==> config.mk <==
export PLATFORM = sky130hd
export DESIGN_NAME = bullet_scheduler
export DESIGN_NICKNAME = d
export VERILOG_FILES = /design/src/rtl/tank_pkg.sv /design/src/rtl/bullet_slot.sv /design/src/rtl/bullet_scheduler.sv
export SDC_FILE = /design/constraint.sdc
export NUM_CORES = 1
export LEC_CHECK = 0
export ABC_AREA = 1
export ABC_CLOCK_PERIOD_IN_PS = 8050
export BUFFER_PORTS_ARGS = -buffer_cell sky130_fd_sc_hd__buf_2
export CORE_MARGIN = 1
export CORE_UTILIZATION = 62
export DETAILED_ROUTE_END_ITERATION = 6
export PLACE_DENSITY = 0.82
export SLEW_MARGIN = 20
export SYNTH_ARGS = -nofsm -noshare
export SYNTH_HDL_FRONTEND = slang
export SYNTH_HIERARCHICAL = 1
export SYNTH_SLANG_ARGS = --single-unit
==> constraint.sdc <==
create_clock -name frame_clk -period 8.05 [get_ports frame_clk]
set_input_delay 0 -clock frame_clk [delete_from_list [all_inputs] [get_ports frame_clk]]
set_output_delay 0 -clock frame_clk [all_outputs]
set_load 0.01 [all_outputs]
==> src/rtl/tank_pkg.sv <==
`default_nettype none
// ============================================================================
//  Module      : tank_pkg
//  Description : Shared sizing constants and types for the bullet scheduler.
//  Revision    : 1.0
// ============================================================================
package tank_pkg;

   localparam int NUM_SLOTS    = 8;
   localparam int MAX_PER_TANK = 4;
   localparam int COOLDOWN     = 15;
   localparam int LIFETIME     = 600;

   typedef logic [2:0] slot_idx_t;
   typedef logic       tank_id_t;

   typedef enum logic [0:0] {
      ST_RUN    = 1'b0,
      ST_FREEZE = 1'b1
   } state_e;

endpackage
`default_nettype wire

==> src/rtl/bullet_slot.sv <==
`default_nettype none
// ============================================================================
//  Module      : bullet_slot
//  Description : One bullet slot: busy/owner state and a lifetime counter.
//  Revision    : 1.0
// ============================================================================
module bullet_slot
   import tank_pkg::*;
#(
   parameter int LIFETIME = tank_pkg::LIFETIME
) (
   input  logic frame_clk,
   input  logic Reset_n,
   input  logic i_clear,
   input  logic i_grant,
   input  logic i_owner,
   input  logic i_free,
   output logic o_busy,
   output logic o_owner,
   output logic o_release,
   output logic o_expire
);

   logic       r_busy;
   logic       r_owner;
   logic       r_expire;
   logic [9:0] r_life;
   logic       w_timeout;
   logic       w_release;

   assign w_timeout = r_busy && (r_life == 10'(LIFETIME - 1));
   // A wall hit and a timeout in the same cycle release the slot only once.
   assign w_release = r_busy && (i_free || w_timeout);

   always_ff @(posedge frame_clk or negedge Reset_n) begin
      if (!Reset_n) begin
         r_busy   <= 1'b0;
         r_owner  <= 1'b0;
         r_expire <= 1'b0;
         r_life   <= '0;
      end else if (i_clear) begin
         r_busy   <= 1'b0;
         r_owner  <= 1'b0;
         r_expire <= 1'b0;
         r_life   <= '0;
      end else begin
         r_expire <= w_timeout;
         if (i_grant) begin
            r_busy  <= 1'b1;
            r_owner <= i_owner;
            r_life  <= '0;
         end else if (w_release) begin
            r_busy <= 1'b0;
            r_life <= '0;
         end else if (r_busy) begin
            r_life <= r_life + 10'd1;
         end
      end
   end

   assign o_busy    = r_busy;
   assign o_owner   = r_owner;
   assign o_release = w_release;
   assign o_expire  = r_expire;

endmodule
`default_nettype wire

==> src/rtl/bullet_scheduler.sv <==
`default_nettype none
// ============================================================================
//  Module      : bullet_scheduler
//  Description : Arbitrates tank fire requests onto a shared pool of bullet slots.
//  Revision    : 1.0
// ============================================================================
module bullet_scheduler
   import tank_pkg::*;
#(
   parameter int NUM_SLOTS    = tank_pkg::NUM_SLOTS,
   parameter int MAX_PER_TANK = tank_pkg::MAX_PER_TANK,
   parameter int COOLDOWN     = tank_pkg::COOLDOWN,
   parameter int LIFETIME     = tank_pkg::LIFETIME
) (
   input  logic                 frame_clk,
   input  logic                 Reset_n,
   input  logic [1:0]           shoot_req,
   input  logic [1:0]           game_end,
   input  logic [NUM_SLOTS-1:0] slot_free,
   output logic                 launch_valid,
   output logic                 launch_tank,
   output logic [2:0]           launch_slot,
   output logic [NUM_SLOTS-1:0] slot_busy,
   output logic [NUM_SLOTS-1:0] slot_owner,
   output logic [NUM_SLOTS-1:0] slot_expire,
   output logic [1:0][2:0]      live_cnt
);

   localparam logic [0:0] c_ST_RUN    = ST_RUN;
   localparam logic [0:0] c_ST_FREEZE = ST_FREEZE;
   localparam int         c_CD_W      = (COOLDOWN > 0) ? $clog2(COOLDOWN + 1) : 1;
   localparam logic [c_CD_W-1:0] c_COOLDOWN = c_CD_W'(COOLDOWN);
   localparam logic [2:0]        c_MAX      = 3'(MAX_PER_TANK);

   logic [0:0]        r_state;
   logic [1:0]        r_shoot_prev;
   logic [1:0]        r_pending;
   logic [c_CD_W-1:0] r_cd [2];
   logic              r_rr;
   logic              r_launch_valid;
   tank_id_t          r_launch_tank;
   slot_idx_t         r_launch_slot;
   logic [1:0][2:0]   r_live_cnt;

   logic                 w_clear;
   logic [1:0]           w_rise;
   logic [1:0]           w_want;
   logic [1:0]           w_elig;
   logic [1:0]           w_inc;
   logic [c_CD_W-1:0]    w_cd_dec [2];
   logic [2:0]           w_cnt_next [2];
   logic [3:0]           w_rel_cnt [2];
   logic                 w_any_free;
   slot_idx_t            w_free_idx;
   logic                 w_grant;
   tank_id_t             w_win;
   logic [NUM_SLOTS-1:0] w_busy;
   logic [NUM_SLOTS-1:0] w_owner;
   logic [NUM_SLOTS-1:0] w_release;

   assign w_clear = (r_state == c_ST_FREEZE) || (game_end != 2'b00);
   assign w_rise  = shoot_req & ~r_shoot_prev;

   always_comb begin
      w_any_free = 1'b0;
      w_free_idx = '0;
      for (int s = NUM_SLOTS - 1; s >= 0; s--) begin
         if (!w_busy[s]) begin
            w_any_free = 1'b1;
            w_free_idx = slot_idx_t'(s);
         end
      end
   end

   always_comb begin
      w_rel_cnt[0] = '0;
      w_rel_cnt[1] = '0;
      for (int s = 0; s < NUM_SLOTS; s++) begin
         if (w_release[s]) w_rel_cnt[w_owner[s]] = w_rel_cnt[w_owner[s]] + 4'd1;
      end
   end

   // Eligibility looks at the post-decrement cooldown, so the grant cycle counts as one frame.
   always_comb begin
      for (int t = 0; t < 2; t++) begin
         w_cd_dec[t] = (r_cd[t] == '0) ? '0 : r_cd[t] - 1'b1;
         w_want[t]   = r_pending[t] || (w_rise[t] && (r_live_cnt[t] != c_MAX));
         w_elig[t]   = w_want[t] && (w_cd_dec[t] == '0) && (r_live_cnt[t] != c_MAX)
                       && w_any_free && !w_clear;
      end
      w_grant = (w_elig != 2'b00);
      w_win   = (w_elig == 2'b11) ? r_rr : w_elig[1];
      for (int t = 0; t < 2; t++) begin
         w_inc[t]      = w_grant && (w_win == 1'(t));
         w_cnt_next[t] = 3'(4'(r_live_cnt[t]) + 4'(w_inc[t]) - w_rel_cnt[t]);
      end
   end

   always_ff @(posedge frame_clk or negedge Reset_n) begin
      if (!Reset_n) begin
         r_state        <= c_ST_RUN;
         r_shoot_prev   <= '0;
         r_pending      <= '0;
         r_cd[0]        <= '0;
         r_cd[1]        <= '0;
         r_rr           <= 1'b0;
         r_launch_valid <= 1'b0;
         r_launch_tank  <= 1'b0;
         r_launch_slot  <= '0;
         r_live_cnt     <= '0;
      end else begin
         case (r_state)
            c_ST_RUN:    r_state <= (game_end != 2'b00) ? c_ST_FREEZE : c_ST_RUN;
            c_ST_FREEZE: r_state <= (game_end == 2'b00) ? c_ST_RUN : c_ST_FREEZE;
            default:     r_state <= c_ST_RUN;
         endcase
         r_shoot_prev   <= shoot_req;
         r_launch_valid <= w_grant;
         if (w_grant) begin
            r_launch_tank <= w_win;
            r_launch_slot <= w_free_idx;
            r_rr          <= ~w_win;
         end
         for (int t = 0; t < 2; t++) begin
            if (w_clear) begin
               r_pending[t]  <= 1'b0;
               r_cd[t]       <= '0;
               r_live_cnt[t] <= '0;
            end else begin
               r_pending[t]  <= w_want[t] && !w_inc[t];
               r_cd[t]       <= w_inc[t] ? c_COOLDOWN : w_cd_dec[t];
               r_live_cnt[t] <= w_cnt_next[t];
            end
         end
      end
   end

   generate
      for (genvar s = 0; s < NUM_SLOTS; s++) begin : g_slot
         bullet_slot #(
            .LIFETIME (LIFETIME)
         ) u_slot (
            .frame_clk (frame_clk),
            .Reset_n   (Reset_n),
            .i_clear   (w_clear),
            .i_grant   (w_grant && (w_free_idx == 3'(s))),
            .i_owner   (w_win),
            .i_free    (slot_free[s]),
            .o_busy    (w_busy[s]),
            .o_owner   (w_owner[s]),
            .o_release (w_release[s]),
            .o_expire  (slot_expire[s])
         );
      end
   endgenerate

   assign launch_valid = r_launch_valid;
   assign launch_tank  = r_launch_tank;
   assign launch_slot  = r_launch_slot;
   assign slot_busy    = w_busy;
   assign slot_owner   = w_owner;
   assign live_cnt     = r_live_cnt;

endmodule
`default_nettype wire

# --- After elaboration in Yosys (flattened, before gate mapping) ---
# Cells that the tools add are included.
# W data, S select, Z words.
op_classes:
  addsub: 22
  order_cmp: 16
  eq_ne: 18
  n_mux: 164
  bitwise_logic: 13
  n_reduce_logical: 92
ops:
  columns: ["op", "n"]
  rows:
  - ["$mux W10", 32]
  - ["$mux W4", 37]
  - ["$add A10 B1 Y10 const B", 8]
  - ["$eq A10 B10 Y1 const B", 8]
  - ["$mux W1", 61]
  - ["$bwmux W8", 7]
  - ["$mux W8", 7]
  - ["$logic_and A1 B1 Y1", 46]
  - ["$add A4 B1 Y4 const B", 8]
  - ["$demux W4 S1", 8]
  - ["$reduce_bool A4 Y1", 8]
  - ["$mux W3", 10]
  - ["$reduce_bool A3 Y1", 8]
  - ["$reduce_bool A2 Y1", 10]
  - ["$ge A2 B2 Y1 const B", 8]
  - ["$logic_not A4 Y1", 4]
  - ["$lt A2 B1 Y1 const B", 8]
  - ["$not A1 Y2", 8]
  - ["$eq A3 B3 Y1 const B", 4]
  - ["$logic_or A1 B1 Y1", 11]
  - ["$and A8 B8 Y8", 1]
  - ["$sub A4 B1 Y4 const B", 2]
  - ["$mux W7", 1]
  - ["$add A3 B1 Y3", 2]
  - ["12 further kinds", 18]
word_totals:
  regBits: 129
  input_bits: 14
  output_inout_bits: 35
  wordCells: 368

# --- Depth between registers and ports, before layout ---
# Gate-level depths: netlist of run 1.
logic_depth:
  depth_word: 51
  mapped_depth: 47
  ltp_nobuf: 47

# --- By module ---
# The synthesis of run 1 kept the hierarchy.
modules_own_cells:
  columns: ["module", "n_inst", "cells_per_inst", "area_each_um2", "seq_area_each_um2"]
  rows:
  - ["bullet_slot", 8, 98, 820.8, 325.3]
  - ["bullet_scheduler", 1, 330, 2278.4, 625.6]

# --- Worst setup path after synthesis of run 1 ---
# OpenSTA, ideal clock, no wires.
synth_timing:
  path_kind: "register to register"
  from: "register g_slot[1].u_slot.r_life[0]"
  to: "register r_live_cnt (netlist bit live_cnt[2])"
  setup_time_ns: 0.119
  t_arrival_ns: 6.161
  required_ns: 7.931
  slack_ns: 1.770
  path_stages_with_launch: 46
  path_buffers: 0
  synth_period_minus_slack_ns: 6.280
  cell_sequence: "dfrtp_1 > ha_1 > nand2_2 > inv_1 > nand3_2 > nand2_1 > nand2_1 > inv_1 > inv_2 > nor3_4 > inv_2 > nand3_1 > o21ai_0 > ha_1 > nor2_1 > a21oi_1 > nand2_1 > o21ai_0 > [10 not listed] > ha_1 > o21ai_0 > o21ai_0 > ha_1 > o21ai_0 > mux2i_1 > ha_1 > nand2_1 > o21ai_0 > inv_1 > ha_1 > inv_1 > fa_1 > xnor2_1 > xor2_1 > nand3_1 > nand2_1 > nor2_1"
synth_via:
  elab_chain_len: 43
synth_rtl:
  columns: ["item", "line", "rtl"]
  rows:
  - ["start, declared", "bullet_slot.sv:27", "logic [9:0] r_life;"]
  - ["start signal, assigned", "bullet_slot.sv:56", "r_life <= r_life + 10'd1;"]
  - ["$eq A10 B10 Y1 (*)", "bullet_slot.sv:31", "assign w_timeout = r_busy && (r_life == 10'(LIFETIME - 1));"]
  - ["$logic_and A1 B1 Y1 (*)", "bullet_slot.sv:31", null]
  - ["$logic_or A1 B1 Y1 (*)", "bullet_slot.sv:33", "assign w_release = r_busy && (i_free || w_timeout);"]
  - ["$logic_and A1 B1 Y1 (*)", "bullet_slot.sv:33", null]
  - ["via w_release[1]", "bullet_scheduler.sv:59", "logic [NUM_SLOTS-1:0] w_release;"]
  - ["$mux W8 (*)", "bullet_scheduler.sv:79", "if (w_release[s]) w_rel_cnt[w_owner[s]] = w_rel_cnt[w_owner[s]] + 4'd1;"]
  - ["$mux W4 (implied by the code) (3 in a row)", "bullet_scheduler.sv:79", null]
  - ["$add A4 B1 Y4", "bullet_scheduler.sv:79", null]
  - ["[24 not listed]", null, null]
  - ["$bwmux W8", "bullet_scheduler.sv:79", null]
  - ["$mux W8 (*)", "bullet_scheduler.sv:79", null]
  - ["$mux W4 (implied by the code) (3 in a row)", "bullet_scheduler.sv:79", null]
  - ["$add A4 B1 Y4", "bullet_scheduler.sv:79", null]
  - ["$bwmux W8", "bullet_scheduler.sv:79", null]
  - ["$mux W7 (*)", "bullet_scheduler.sv:79", null]
  - ["$sub A3 B3 Y3 (*)", "bullet_scheduler.sv:95", "w_cnt_next[t] = 3'(4'(r_live_cnt[t]) + 4'(w_inc[t]) - w_rel_cnt[t]);"]
  - ["$mux W3 (*)", "bullet_scheduler.sv:125", "if (w_clear) begin"]
  - ["end signal, assigned by index", "bullet_scheduler.sv:132", "r_live_cnt[t] <= w_cnt_next[t];"]
  - ["end, declared", "bullet_scheduler.sv:43", "logic [1:0][2:0] r_live_cnt;"]
# The timed path passes the listed nets; every way through them passes the cells marked *. The select of a mux whose other input is x is not followed.
# A chain may end at the register's enable or synchronous reset.

# --- Final worst setup path of run 1 ---
layout_timing:
  from: "register g_slot[0].u_slot.r_life[0]"
  to: "register r_live_cnt (netlist bit live_cnt[5])"
layout_via:
  elab_chain_len: 49
layout_rtl:
  columns: ["item", "line"]
  rows:
  - ["start, declared", "bullet_slot.sv:27"]
  - ["start signal, assigned", "bullet_slot.sv:56"]
  - ["$eq A10 B10 Y1 (*)", "bullet_slot.sv:31"]
  - ["$logic_and A1 B1 Y1 (*)", "bullet_slot.sv:31"]
  - ["$logic_or A1 B1 Y1 (*)", "bullet_slot.sv:33"]
  - ["$logic_and A1 B1 Y1 (*)", "bullet_slot.sv:33"]
  - ["via w_release[0]", "bullet_scheduler.sv:59"]
  - ["$mux W8 (*)", "bullet_scheduler.sv:79"]
  - ["$mux W4 (implied by the code) (3 in a row)", "bullet_scheduler.sv:79"]
  - ["$add A4 B1 Y4", "bullet_scheduler.sv:79"]
  - ["[30 not listed]", null]
  - ["$bwmux W8", "bullet_scheduler.sv:79"]
  - ["$mux W8 (*)", "bullet_scheduler.sv:79"]
  - ["$mux W4 (implied by the code) (3 in a row)", "bullet_scheduler.sv:79"]
  - ["$add A4 B1 Y4", "bullet_scheduler.sv:79"]
  - ["$bwmux W8", "bullet_scheduler.sv:79"]
  - ["$mux W7 (*)", "bullet_scheduler.sv:79"]
  - ["$sub A3 B3 Y3 (*)", "bullet_scheduler.sv:95"]
  - ["$mux W3 (*)", "bullet_scheduler.sv:125"]
# Marked as above.

==> results of run 1 <==
worst max-delay path, delay by kind of cell (launching register included):
| kind | cells | cell delay (ps) |
|---|---|---|
| adders and majority gates | 9 | 2770 |
| AOI/OAI and AO/OA | 11 | 1520 |
| and+or+nand+nor | 15 | 1300 |
| buffers and inverters | 6 | 420 |
| xor gates and xnor gates | 2 | 410 |
| DFF | 1 | 400 |
| muxes | 1 | 120 |
synthesized netlist by cell type, drive strengths merged (13+ instances only):
library cell	instances	area, um^2
a21oi	15	75.1
nor2	170	801
inv	201	754
nand3	69	485
o21ai	41	205
nor3	13	166
o21bai	64	691
nand2	292	1200
nand4	23	264
xor2	36	375
dfrtp	129	3230
ha	20	250
cell families after synthesis:
logic type	after synthesis	share of synthesized area
simple gates	570	0.332
buf+inv	213	0.0942
flops	129	0.365
compound gates	127	0.115
xor+xnor	48	0.0552
fa+ha+maj	22	0.0328
mux	5	0.00566
metrics by stage:
step,setup WS [ps],cell area [um^2]
floorplan,1770,8840
global placement,1450,9270
detailed placement,1130,9270
CTS,1030,9910
global route,286,9910
finish,1010,9910
per-layer routing:
layer | vias up | track usage | part of all wire
met1 | 3358 | 0.325 | 0.43
met3 | 56 | 0.0681 | 0.045
li1 | 3584 | - | -
met4 | 0 | 0.133 | 0.035
met2 | 161 | 0.456 | 0.49
met5 | - | 0 | 0
cells in the final DEF (no fill, tap or decap), types with 4 or more instances in the layout:
cell type,Yosys,layout
a21oi_1,15,15
a31oi_1,4,4
buf_2,2,47
clkbuf_16,0,17
clkinv_4,0,4
dfrtp_1,129,129
dlygate4sd3_1,0,5
ha_1,20,20
inv_1,179,179
inv_2,22,22
inv_6,0,4
mux2i_1,5,5
nand2_1,250,250
nand2_2,42,42
nand3_1,41,41
nand3_2,28,28
nand4_1,15,15
nand4_4,8,8
nor2_1,121,121
nor2_2,41,41
nor2_4,8,8
nor3_1,4,4
nor3_4,9,9
o21ai_0,40,40
o21bai_1,8,8
o21bai_2,56,56
xnor2_1,11,11
xor2_1,28,28
xor2_2,8,8
registers in the layout, indices dropped and copies added, names as in the netlist:
name                    flops
live_cnt                    6
g_slot.u_slot/r_life       80
g_slot.u_slot/o_owner       8
g_slot.u_slot/o_expire      8
launch_slot                 3
launch_tank                 1
r_pending                   2
r_rr                        1
r_state                     1
r_cd                        8
r_shoot_prev                2
launch_valid                1
g_slot.u_slot/o_busy        8
how the worst max path moves through the flow:
stage	startpoint	endpoint	slack, ps	depth (start not counted)
3_3_place_gp	g_slot[1].u_slot/r_life[0]	live_cnt[2]	1450	45
5_1_grt	g_slot[0].u_slot/r_life[0]	live_cnt[2]	290	45
2_1_floorplan	g_slot[1].u_slot/r_life[0]	live_cnt[2]	1770	45
3_5_place_dp	g_slot[1].u_slot/r_life[0]	live_cnt[2]	1130	45
4_1_cts	g_slot[0].u_slot/r_life[0]	live_cnt[2]	1030	45
6_report	g_slot[0].u_slot/r_life[0]	live_cnt[5]	1010	44
cell type report:
cell class / count / area, um^2 / area share
clock buffer: 19 / 443 / 0.0447
clock inverter: 13 / 153 / 0.0154
inverter: 202 / 759 / 0.0766
multi-input combinational: 772 / 4780 / 0.483
sequential: 129 / 3230 / 0.326
tap: 180 / 225 / 0.0227
timing repair buffer: 56 / 319 / 0.0322
report_power, final:
group / internal (mW) / total (mW) / switching (mW)
clock: 0.469 / 0.775 / 0.307
combinational: 0.0109 / 0.0425 / 0.0316
sequential: 0.652 / 0.654 / 0.00162
timing repair:
item	in CTS	in global routing
hold endpoints to repair	61	0
setup buffers	0	0
hold buffers	5	0
endpoints found under the setup margin	0	0
==> flow_summary.yaml, run 1 <==
floorplanning:
  die_width_um: 121
  ioPinCount: 49
  core-area_um2: 13900
  dieArea_um2: 14700
  die_y_um: 121
  num_rows: 43
  initial_core_util: 0.637
drt:
  drtIter0Drc: 495
  wl_um: 18300
  drt-pass1-iter-count: 4
  drc_errors: 0
  vias: 7159
  antenna_left: 0
  wl_per_cell_um: 13.4
  avgViaCountPerCell: 5.22
setup_path:
  reg2reg_from: "g_slot[0].u_slot/r_life[0]"
  crit_path_end_kind: "register"
  startpoint_type: "register"
  slowest_stage: "fa_1"
  cp_slowest_stage_delay_ps: 460
  crit_top_cell: "o21ai_0"
  worstPathMaxFanout: 4
  required_ps: 8370
  critPathKind: "reg2reg"
  reg2reg_depth: 44
  r2r_end: "live_cnt[5]"
  cp.arrival_ps: 7360
  r2r_slack_ps: 1010
clocking:
  cts-root-buf: "clkbuf_16"
  numCtsBuffers: 17
  ctsResizeCount: 0
  h-tree-depth: 4
  clkSlewWorstSetupHoldPaths_ps: 60
  cts_buffer_depth: 2
  cts_tree: "yes"
  clkLatencyLatePin_ps: 430
  clock_sinks: 129
power_and_ir_drop:
  vdd_drop_max_mv: 0.146
  powerDensity_nw_per_um2: 149
  p_leak_nw: 4.88
  total_power_mw: 1.47
grt:
  grt_overflow: 0
  grt_pass1_vias: 7022
  antenna_found_initial: 0
  grt_max_degree: 78
  grt_pass1_wl_um: 31400
  grtUsageTotal: 0.272
synth:
  synth_top_flop_cell: "dfrtp_1"
  yosysSeqAreaShare: 0.365
  yosysWarnings: 6
  synth_fp_nets: 1150
  synthArstFlopShare: 1.00
  synth_edf_count: 0
  syn_area_per_cell_um2: 7.94
  syn_area_um2: 8840
  synth_cell_type_count: 36
  synth-seq-cells: 129
  syn_inst: 1114
min_path:
  min_path_cells: 4
  hold_class: "in2reg"
  hold_end: "g_slot[6].u_slot/o_busy"
  hp-start: "slot_free[6]"
sta:
  fin_hold_ws_ps: 2.73
  hold_viol_final: 0
  finalClockSkew_ps: 5.42
  drv_slew: 0
  finalCriticalPeriod_ps: 7040
  max_slew_margin: 0.355
  fin_crit_sh: 0.874
  worstMarginPinSlew_ps: 968
  tns_ps: 0
  timing.fmax_mhz: 142
  rsz0062_at_grt: "false"
  setup_violations: 0
final_layout:
  area_delta_synth_final_pct: 12.1
  fin_util: 0.714
  diodes: 0
  fill_cells: 1076
  finalNonFillerCells: 1371
  drive_above_1_share: 0.257
  final_net_count: 1214
place:
  place_congestion: 0.821
  place_hpwl_um: 12800
  io_buffer_count: 48
  placedCellCount: 1334
outcome:
  status: "finished, final reports clean"
run:
  drv_cap: 0
Power figures use the tool's default switching activity.
==> inputs of run 2 (changes only) <==
CELL_PAD_IN_SITES_DETAIL_PLACEMENT = 1   (was default)
CELL_PAD_IN_SITES_GLOBAL_PLACEMENT = 2   (was default)
CORE_UTILIZATION = 37   (was 62)
PLACE_DENSITY = 0.81   (was 0.82)
==> run 2 against run 1 <==
Wire length up 15%; power up 6.4%; sequential cell count did not move; die area rose by 66%; non-clock buffer count is 2 higher; clock skew up 3.1 ps; count of clock-buffer cells in the layout is 1 lower; clock power rose by 12%; fmax decreased by 0.31%; global-route usage is 8.5 points lower; worst setup slack worse by 22 ps; largest cell class unchanged.
==> flow_summary.yaml, run 2 (synthesis gave the netlist of run 1 again) <==
outcome:
  status: "finished, final reports clean"
power_and_ir_drop:
  vdd_drop_max_mv: 0.115
  p_leak_nw: 4.92
  powerDensity_nw_per_um2: 154
final_layout:
  finalNonFillerCells: 1512
  drive_above_1_share: 0.257
  final_cell_mix: "nand2_1, inv_1, dfrtp_1"
  final_common_cell: "nand2_1"
  finalInstanceArea_um2: 10200
  area_delta_synth_final_pct: 14.9
  final_net_count: 1216
  top_register: "g_slot.u_slot/r_life"
  diodes: 0
  largest_reg_flops: 80
clocking:
  clkLatencyLatePin_ps: 430
  h-tree-depth: 4
  numCtsBuffers: 17
  cts_tree: "yes"
  clock_sinks: 129
  clkSlewWorstSetupHoldPaths_ps: 60
  cts_buffer_depth: 2
  cts-root-buf: "clkbuf_16"
place:
  place_congestion: 0.783
  post_dp_cell_area_um2: 9440
  io_buffer_count: 48
  placedCellCount: 1473
  place_hpwl_um: 15500
sta:
  worstMarginPinSlew_ps: 743
  fin_hold_ws_ps: 24.3
  finalClockSkew_ps: 8.52
  setup_violations: 0
  tns_ps: 0
  timing.fmax_mhz: 142
  rsz0062_at_grt: "false"
  hold_viol_final: 0
  finalCriticalPeriod_ps: 7060
  max_slew_margin: 0.505
  drv_slew: 0
  fin_crit_sh: 0.877
floorplanning:
  initial_core_util: 0.377
  dieArea_um2: 24500
  die_y_um: 157
  die_width_um: 157
  num_rows: 56
  core-area_um2: 23500
  ioPinCount: 49
setup_path:
  startpoint_type: "register"
  r2r_end: "live_cnt[5]"
  required_ps: 8360
  setup.worst_path.start: "g_slot[0].u_slot/r_life[0]"
  worstPathMaxFanout: 4
  cp_slowest_stage_delay_ps: 440
  crit_path_end_kind: "register"
  slowest_stage: "fa_1"
  r2r_slack_ps: 990
  critPathKind: "reg2reg"
  crit_top_cell: "o21ai_0"
  reg2reg_depth: 42
  reg2reg_from: "g_slot[0].u_slot/r_life[0]"
  cp.arrival_ps: 7370
drt:
  drt-pass1-iter-count: 4
  avgViaCountPerCell: 4.67
  antenna_left: 0
  drc_errors: 0
  wl_um: 21000
  wl_per_cell_um: 13.9
  drtIter0Drc: 221
  vias: 7057
grt:
  grt_pass1_vias: 7471
  grt.busiest_layer: "met2"
  grt_pass1_wl_um: 36500
  grtUsageTotal: 0.187
  antenna_found_initial: 0
  met2_usage: 0.327
  grt_max_degree: 76
  grtUsageMet3: 0.0258
  grt_overflow: 0
  use_met1: 0.239
run:
  drv_cap: 0
min_path:
  hold_end: "g_slot[3].u_slot/r_life[9]"
  hold_class: "in2reg"
  min_path_cells: 6
  hp-start: "slot_free[3]"
## run 2: changes by cell type in the layout (fill, tap and decap cells not counted), sizes merged
cell / delta
clkbuf: -1
dlygate4sd3: +2
inv: -3
clkinv: +2
bufinv: +3
clkinvlp: -1
## run 2: worst max-delay path: cells and delay by family, from the launching register on
kind            cells  cell delay [ps]
buf+inv             5              370
xor+xnor            2              380
simple gates       14             1140
fa+ha+maj           9             2790
flops               1              410
compound gates     11             1730
mux                 1              150
## run 2: metal layers
layer	wire length (um)	share of wire
met5	0	0
met4	250	0.012
met3	323	0.015
met2	10200	0.49
met1	10200	0.49
## run 2: layout make-up
type | count | area, um^2
multi-input cells | 772 | 4780
flip-flops and latches | 129 | 3230
clock inverters | 14 | 211
well taps | 319 | 399
repair buffers | 58 | 339
fillers | 2867 | 13300
inverters | 202 | 759
clock buffers | 18 | 439
## run 2: report_power, final
| part | total (mW) | switching [mW] | internal (mW) |
|---|---|---|---|
| clock network | 0.868 | 0.311 | 0.557 |
| logic | 0.0443 | 0.0328 | 0.0115 |
| registers | 0.654 | 0.00135 | 0.652 |
| total | 1.57 | 0.345 | 1.22 |
## run 2: stage by stage
step / util / total power [mW] / setup WS, ps
final: 0.433 / 1.57 / 991
after global routing: 0.433 / 1.62 / 112
after CTS: 0.433 / 1.59 / 891
after detailed placement: 0.402 / 0.709 / 940
after global placement: 0.402 / 0.709 / 1270
after floorplan: - / 0.685 / 1770
## run 2: repair_timing
action	CTS	global route
hold endpoints to repair	84	0
hold buffers	7	0
gates resized for setup	0	0
buffers inserted	0	0
## run 2: worst max-delay path by stage
stage	endpoint	slack, ps	cells after the start
final	live_cnt[5]	990	42
after global routing	live_cnt[2]	110	43
after CTS	live_cnt[5]	890	42
after detailed placement	live_cnt[2]	940	43
after global placement	live_cnt[5]	1270	44
after floorplan	live_cnt[2]	1770	45
==> inputs of run 3 (changes only) <==
ABC_CLOCK_PERIOD_IN_PS = 6950   (was 8050)
RECOVER_POWER = 50   (was default)
clock period = 6.95 ns   (was 8.05 ns; I/O delays follow)
==> run 3 against run 2 <==
The run now ends with capacitance limit, slew limit left; worst setup slack worse by 490 ps; die area unchanged; combinational power is 13% higher; cell area increased by 0.60%; core utilization rose by 0.26 points; fmax increased by 9.4%; sequential share of layout area fell by 0.19 points; wire length is 1.2% higher; sequential power rose by 16%; clock skew rose by 4.4 ps; critical path depth decreased by 2; highest routed layer unchanged.
==> flow_summary.yaml, run 3 (synthesis gave the netlist of run 1 again) <==
drt:
  wl_per_cell_um: 14.0
  antenna_left: 0
  avgViaCountPerCell: 4.64
  wl_um: 21200
  drt-pass1-iter-count: 4
  drc_errors: 0
  vias: 7061
  drtIter0Drc: 225
grt:
  antenna_found_initial: 0
  grtUsageTotal: 0.187
  grt_pass1_wl_um: 36100
  grt_pass1_vias: 7388
  grt_max_degree: 66
  grt_overflow: 0
sta:
  max_slew_margin: -1.44
  worstMarginPinSlew_ps: 3660
  hold_viol_final: 0
  timing.fmax_mhz: 155
  finalCriticalPeriod_ps: 6450
  setup_violations: 0
  tns_ps: 0
  finalClockSkew_ps: 13.0
  fin_crit_sh: 0.928
  drv_slew: 132
power_and_ir_drop:
  combinationalPowerShare: 0.028
  powerDensity_nw_per_um2: 175
  vdd_drop_max_mv: 0.107
  switching_share: 0.225
  p_clk_frac: 0.549
  seq_power_share: 0.423
  internal-power_mw: 1.39
  p_sw_mw: 0.402
  p_leak_nw: 4.80
place:
  place_hpwl_um: 15500
  io_buffer_count: 48
  place_congestion: 0.793
setup_path:
  worstSetupEndpoint: "live_cnt[5]"
  cp_num_cells: 40
  r2r_end: "live_cnt[5]"
  r2r_slack_ps: 500
  startpoint_type: "register"
  crit_buf_inv: 4
  cp_slowest_stage_delay_ps: 400
  setup.worst_path.start: "g_slot[0].u_slot/r_life[1]"
  reg2reg_depth: 40
  critPathTopFamily: "adder cells"
  required_ps: 7260
  reg2reg_from: "g_slot[0].u_slot/r_life[1]"
  worstPathMaxFanout: 4
  crit_path_end_kind: "register"
  slowest_stage: "fa_2"
  cp.arrival_ps: 6760
  critPathKind: "reg2reg"
  crit_top_cell: "ha_1"
floorplanning:
  die_y_um: 157
  initial_core_util: 0.377
  die_width_um: 157
  num_rows: 56
  ioPinCount: 49
  dieArea_um2: 24500
  core-area_um2: 23500
outcome:
  failed_checks: "capacitance limit, slew limit"
  status: "finished, violations left"
final_layout:
  top_register: "g_slot.u_slot/r_life"
  fill_cells: 2906
  drive_above_1_share: 0.249
  final_common_cell: "nand2_1"
  final_net_count: 1225
  area_delta_synth_final_pct: 15.6
  largest_reg_flops: 80
  fin_util: 0.435
  multiInputGateArea_um2: 4850
  register_area_um2: 3230
  diodes: 0
  final_cell_mix: "nand2_1, inv_1, dfrtp_1"
clocking:
  clock_sinks: 129
  clkLatencyLatePin_ps: 430
  cts-root-buf: "clkbuf_16"
  cts_tree: "yes"
  numCtsBuffers: 17
  clkSlewWorstSetupHoldPaths_ps: 60
  h-tree-depth: 4
  cts_buffer_depth: 2
min_path:
  hold_class: "in2reg"
  hp-start: "slot_free[6]"
run:
  drv_cap: 2
==> run 3: stage by stage <==
stage	total power, mW	worst slack [ps]	cell area (um^2)	hold slack (ps)	instances
4_1_cts	1.83	0.211	10200	9.25	1515
3_3_place_gp	0.821	230	9480	40.1	1478
2_1_floorplan	0.793	670	8840	-296	1114
3_5_place_dp	0.821	5.37	9480	40.4	1478
5_1_grt	1.85	-57.5	10200	21.3	1521
6_report	1.79	498	10200	16.4	1521
==> run 3: cell type report <==
type | instances | share of cell area
multi-input combinational | 772 | 0.474
sequential | 129 | 0.316
inverter | 202 | 0.0743
clock buffer | 20 | 0.0447
tap | 319 | 0.0390
timing repair buffer | 67 | 0.0338
clock inverter | 12 | 0.0179
==> run 3: power groups by stage <==
stage               clock, mW  combinational, mW  sequential [mW]
finish                  0.983             0.0499            0.757
global route             1.04             0.0576            0.757
CTS                      1.02             0.0535            0.757
detailed placement          0             0.0505            0.771
global placement            0             0.0500            0.771
floorplan                   0             0.0217            0.772
==> run 3: timing repair <==
item | CTS | global route
pin swaps | 0 | 16
hold buffers | 5 | 0
hold endpoints to repair | 73 | 0
buffers inserted | 0 | 6
endpoints found under the setup margin | 2 | 4
resized for setup | 1 | 26
==> run 3: how the worst min path moves through the flow <==
stage,end,cells past startpoint
2_1_floorplan,g_slot[0].u_slot/o_busy,0
3_3_place_gp,r_cd[6],1
3_5_place_dp,r_cd[6],1
4_1_cts,g_slot[7].u_slot/r_life[9],6
5_1_grt,g_slot[4].u_slot/o_busy,4
6_report,g_slot[6].u_slot/r_life[9],6
==> run 3: worst register-to-register path, delay by kind of cell, from the launching register on <==
kind                     cells  cell delay [ps]
buffers and inverters        4              300
XOR/XNOR                     2              400
flip-flops                   1              360
multiplexers                 2              290
AO/OA/AOI/OAI               10             1300
AND/OR/NAND/NOR             13             1080
adder cells (fa/ha/maj)      9             2610
==> run 3: metal layers <==
layer | vias to the layer above | wire length (um) | global-route usage
li1 | 3613 | - | -
met1 | 3368 | 10200 | 0.237
met2 | 58 | 10300 | 0.320
met3 | 22 | 457 | 0.0335
met4 | 0 | 259 | 0.0607
met5 | - | 0 | 0
